`src/rtl/dbit_counter.sv`:
```
// dbit_counter: counts the 1s of a unary bitstream over a 2^INWD-cycle window.
// Optional DBITCNT_SAT_EN narrows oCnt to INWD bits and saturates 2^INWD to 2^INWD-1.
`default_nettype none

module dbit_counter #(
  parameter int INWD = 8,
`ifdef DBITCNT_SAT_EN
  localparam int OUTWD = INWD
`else
  localparam int OUTWD = INWD + 1
`endif
) (
  input  logic             clk,
  input  logic             rst_n,
  input  logic             iBit,
  input  logic             start,
  output logic [OUTWD-1:0] oCnt,
  output logic             oValid,
  output logic             busy
);

  typedef enum logic [0:0] {
    IDLE  = 1'b0,
    ACCUM = 1'b1
  } state_t;

  state_t             state_q, state_d;
  logic [INWD-1:0]    win_q, win_d;
  logic [INWD:0]      acc_q, acc_d;
  logic [OUTWD-1:0]   cnt_q, cnt_d;
  logic               valid_q, valid_d;
  logic [INWD:0]      total_w;
  logic [OUTWD-1:0]   result_w;

  // Running total including the current sample; this is what lands in oCnt
  // on the last sample cycle.
  assign total_w = acc_q + {{INWD{1'b0}}, iBit};

`ifdef DBITCNT_SAT_EN
  assign result_w = total_w[INWD] ? {OUTWD{1'b1}} : total_w[INWD-1:0];
`else
  assign result_w = total_w;
`endif

  always_comb begin
    state_d = state_q;
    win_d   = win_q;
    acc_d   = acc_q;
    cnt_d   = cnt_q;
    valid_d = 1'b0;
    case (state_q)
      IDLE: begin
        if (start) begin
          state_d = ACCUM;
          win_d   = '0;
          acc_d   = '0;
        end
      end
      ACCUM: begin
        acc_d = total_w;
        win_d = win_q + {{(INWD-1){1'b0}}, 1'b1};
        if (win_q == {INWD{1'b1}}) begin
          // Last sample: publish, and start a fresh window with no gap if requested.
          cnt_d   = result_w;
          valid_d = 1'b1;
          acc_d   = '0;
          win_d   = '0;
          state_d = start ? ACCUM : IDLE;
        end
      end
      default: state_d = IDLE;
    endcase
  end

  always_ff @(posedge clk or negedge rst_n) begin
    if (!rst_n) begin
      state_q <= IDLE;
      win_q   <= '0;
      acc_q   <= '0;
      cnt_q   <= '0;
      valid_q <= 1'b0;
    end else begin
      state_q <= state_d;
      win_q   <= win_d;
      acc_q   <= acc_d;
      cnt_q   <= cnt_d;
      valid_q <= valid_d;
    end
  end

  assign oCnt   = cnt_q;
  assign oValid = valid_q;
  assign busy   = (state_q == ACCUM);

endmodule

`default_nettype wire
```
`config.mk`:
```
export PLATFORM = sky130hd
export DESIGN_NAME = dbit_counter
export DESIGN_NICKNAME = d
export VERILOG_FILES = /design/src/rtl/dbit_counter.sv
export SDC_FILE = /design/constraint.sdc
export NUM_CORES = 1
export LEC_CHECK = 0
export CAP_MARGIN = 20
export CORE_AREA = 2 2 59 61
export DETAILED_ROUTE_END_ITERATION = 10
export DIE_AREA = 0 0 61 63
export SLEW_MARGIN = 20
export SYNTH_ARGS = -nofsm -noshare
export SYNTH_HDL_FRONTEND = slang
export SYNTH_SLANG_ARGS = --single-unit
export TNS_END_PERCENT = 50
```
`constraint.sdc`:
```
create_clock -name clk -period 3.6 [get_ports clk]
set_input_delay 0.54 -clock clk [delete_from_list [all_inputs] [get_ports clk]]
set_output_delay 0.54 -clock clk [all_outputs]
set_load 0.005 [all_outputs]
```
==> impl_metrics.toml <==
[place]
pre_cts_slack_ns = 1.242
portbufs = 14
detailed_place_hpwl_um = 1679
place_congestion = 0.8345

[timing]
timing.clock.skew_ns = 0.007972
report.final.hold_viol_count = 0
fmax_mhz = 499.0
slew_headroom_pct = 58.23
postLayoutSetupSlackWorst_ns = 1.596
finalCriticalPeriod_ns = 2.004
setup_total_negative_slack_ns = 0
worst_pin_slew_ns = 0.6265
final_max_slew_viol_count = 0
timing.final.setup_violations = 0
fin_crit_sh_pct = 55.67
grt_setup_unrepaired = "no"

[clock_network]
cts.reportedPaths.clkPinSlew_ns = 0.15
htreeDepth = 1
insertion_delay_ns = 0.33
cts.hold.buffers_added = 0
tritoncts.num_buffers = 3
cts-root-buf = "sky130_fd_sc_hd__clkbuf_4"
tritoncts = "built"
postCtsSetupRepairBufs = 0
cts_max_path_buffers = 2
ctsResizeCount = 0
clock-sinks = 28

[logic_synthesis]
number_of_warnings_issued_by_yosys = 0
synthDominantCellAreaShare_pct = 49.82
share_of_the_yosys_chip_area_belonging_to_registers_pct = 49.82
ys_top_cells_by_area = "sky130_fd_sc_hd__dfrtp_1 (50%), sky130_fd_sc_hd__mux2_4 (9.6%), sky130_fd_sc_hd__a31oi_1 (4.4%)"
synth.avg_cell_area_um2 = 10.99
synth-async-reset-ratio_pct = 100.0
ys.flop_type = "sky130_fd_sc_hd__dfrtp_1"
syn_inst = 128
synth.net_count = 136
synth_cell_type_count = 29
ys_seq_elements = 28
synth_enable_flop_cells = 0
synth.largest_area_cell = "sky130_fd_sc_hd__dfrtp_1"
most_used_standard_cell_by_instance_count_after_synthesis = "sky130_fd_sc_hd__dfrtp_1"
synth_common_cells = "sky130_fd_sc_hd__dfrtp_1 (28), sky130_fd_sc_hd__nand2_1 (11), sky130_fd_sc_hd__a31oi_1 (10), sky130_fd_sc_hd__mux2_4 (9), sky130_fd_sc_hd__a21oi_1 (8)"
netlist_area_um2 = 1406

[final_layout]
final_core_utilization_pct = 50.29
layout-area-overhead-vs-synth_pct = 15.57
antenna_cells = 0
nNetsFinal = 149
fillers = 313
post_route_cells_drive_above_1_share_pct = 10.71

[floorplanning]
die_height_um = 63
fp.dieArea_um2 = 3843
coreArea_um2 = 3232
die_x_um = 61
floorplan.rows = 21
floorplan.initialDensity_pct = 43.52
top_level_ports = 15

[critical_path]
cp.required_ns = 3.06
timing.critical_path.max_delay_family = "flip-flops"
timing.critical_path.fanout_max = 14
worst_setup_path_end_kind = "output pin"
slowest_delay_ns = 0.57
timing.critical_path.buf_inv = 1
timing_worst_setup_path_type = "flip-flop to output pin"
worstPathCellList = "clkdlybuf4s50_1"
timing.critical_path.slowest_stage_cell = "sky130_fd_sc_hd__dfrtp_1"
crit_arrival_ns = 1.46
worst_setup_path_start_kind = "flip-flop"

[min_path]
min_path_type = "flip-flop to flip-flop"

[grt]
grt_pass1_wl_um = 4222
gr-usage-all-layers_pct = 14.33
overflow = 0
grt_antenna_before_repair = 0
grt_start_max_net_pins = 29
first_global_vias = 933

[drt]
routed_length_per_placed_instance_um = 12.94
num_vias = 987
drt-total-wl_um = 2406
drt_drc_violations_left = 0
antenna_left = 0
first_pass_iters = 4
vias_per_cell = 5.306
detail_route.iter0.violations = 24

[power_and_ir_drop]
ir_drop_v = 0.0002033
power_density_nw_per_um2 = 471.5
static-leakage-power_nw = 0.7586
p_total_mw = 0.7664

[outcome]
status = "finished, final reports clean"

[job]
drv.max_cap_violation_count = 0
[stage by stage]
stage          area [um^2]  cells  hold slack [ns]
2_1_floorplan         1406    128           0.2444
3_3_place_gp          1573    182           0.4895
3_5_place_dp          1573    182           0.4925
4_1_cts               1625    186           0.5193
5_1_grt               1625    186           0.5440
6_report              1625    186           0.5133
[final timing paths]
path                          start  endpoint  slack [ns]  depth (start not counted)
min in group asynchronous     rst_n    oValid        0.56                          2
max in group asynchronous     rst_n  acc_q[4]        2.77                          2
max                            busy      busy        1.60                          1
max reg2reg                win_q[0]   oCnt[0]        1.60                          5
min                        acc_q[8]  acc_q[8]        0.51                          1
min reg2reg                acc_q[8]  acc_q[8]        0.51                          1
[state kept, by name, indices dropped and copies added, names as in the netlist]
name and count:
acc_q 9, oCnt 9, win_q 8, oValid 1, busy 1
[where the power goes]
group / switching, mW / internal (mW)
clock network: 0.0950 / 0.113
registers: 0.0618 / 0.356
logic: 0.0621 / 0.0791
total: 0.219 / 0.548
[final cells by class]
class | count | area (um^2) | share of cell area [%]
Clock buffer | 3 | 22.52 | 1.386
Clock inverter | 1 | 30.03 | 1.848
Inverter | 1 | 3.754 | 0.2309
Multi-Input combinational cell | 92 | 663.1 | 40.80
Sequential cell | 28 | 700.7 | 43.11
Tap cell | 46 | 57.56 | 3.541
Timing Repair Buffer | 15 | 147.6 | 9.084
[cells in the final DEF (no fill, tap or decap), types with 2 or more instances in the layout]
cell and n:
sky130_fd_sc_hd__nand2_1 11, sky130_fd_sc_hd__xor2_1 4, sky130_fd_sc_hd__ha_1 4, sky130_fd_sc_hd__mux2_4 9, sky130_fd_sc_hd__xnor2_1 3, sky130_fd_sc_hd__dfrtp_1 28, sky130_fd_sc_hd__o21ai_0 7, sky130_fd_sc_hd__a22o_1 2
sky130_fd_sc_hd__a21oi_1 8, sky130_fd_sc_hd__a21o_1 2, sky130_fd_sc_hd__a31oi_1 10, sky130_fd_sc_hd__nand4_1 3, sky130_fd_sc_hd__and4_1 3, sky130_fd_sc_hd__and3_1 3, sky130_fd_sc_hd__mux2i_1 2, sky130_fd_sc_hd__nand2b_1 5
sky130_fd_sc_hd__nor2_1 3, sky130_fd_sc_hd__nand3_1 6, sky130_fd_sc_hd__clkbuf_4 3, sky130_fd_sc_hd__clkdlybuf4s50_1 14
[logic make-up (layout without fill, tap and decap cells)]
logic type      after synthesis  count (layout)  synth area share (%)
xor+xnor                      7               7                 4.360
mux                          11              11                 11.03
fa+ha+maj                     4               4                 3.559
compound gates               32              32                 13.88
buf+inv                       8              20                 3.025
flops                        28              28                 49.82
simple gates                 38              38                 14.33
[layer usage]
layer  track usage, %  share of wire, %  up-vias  wire (um)
li1                 -                 -      492          -
met5                0                 0        -          0
met3            2.484               2.4        2         57
met1            20.45                50      483       1211
met2            21.51                46       10       1117
met4            5.163              0.79        0         19
(Power assumes the default switching activity.)
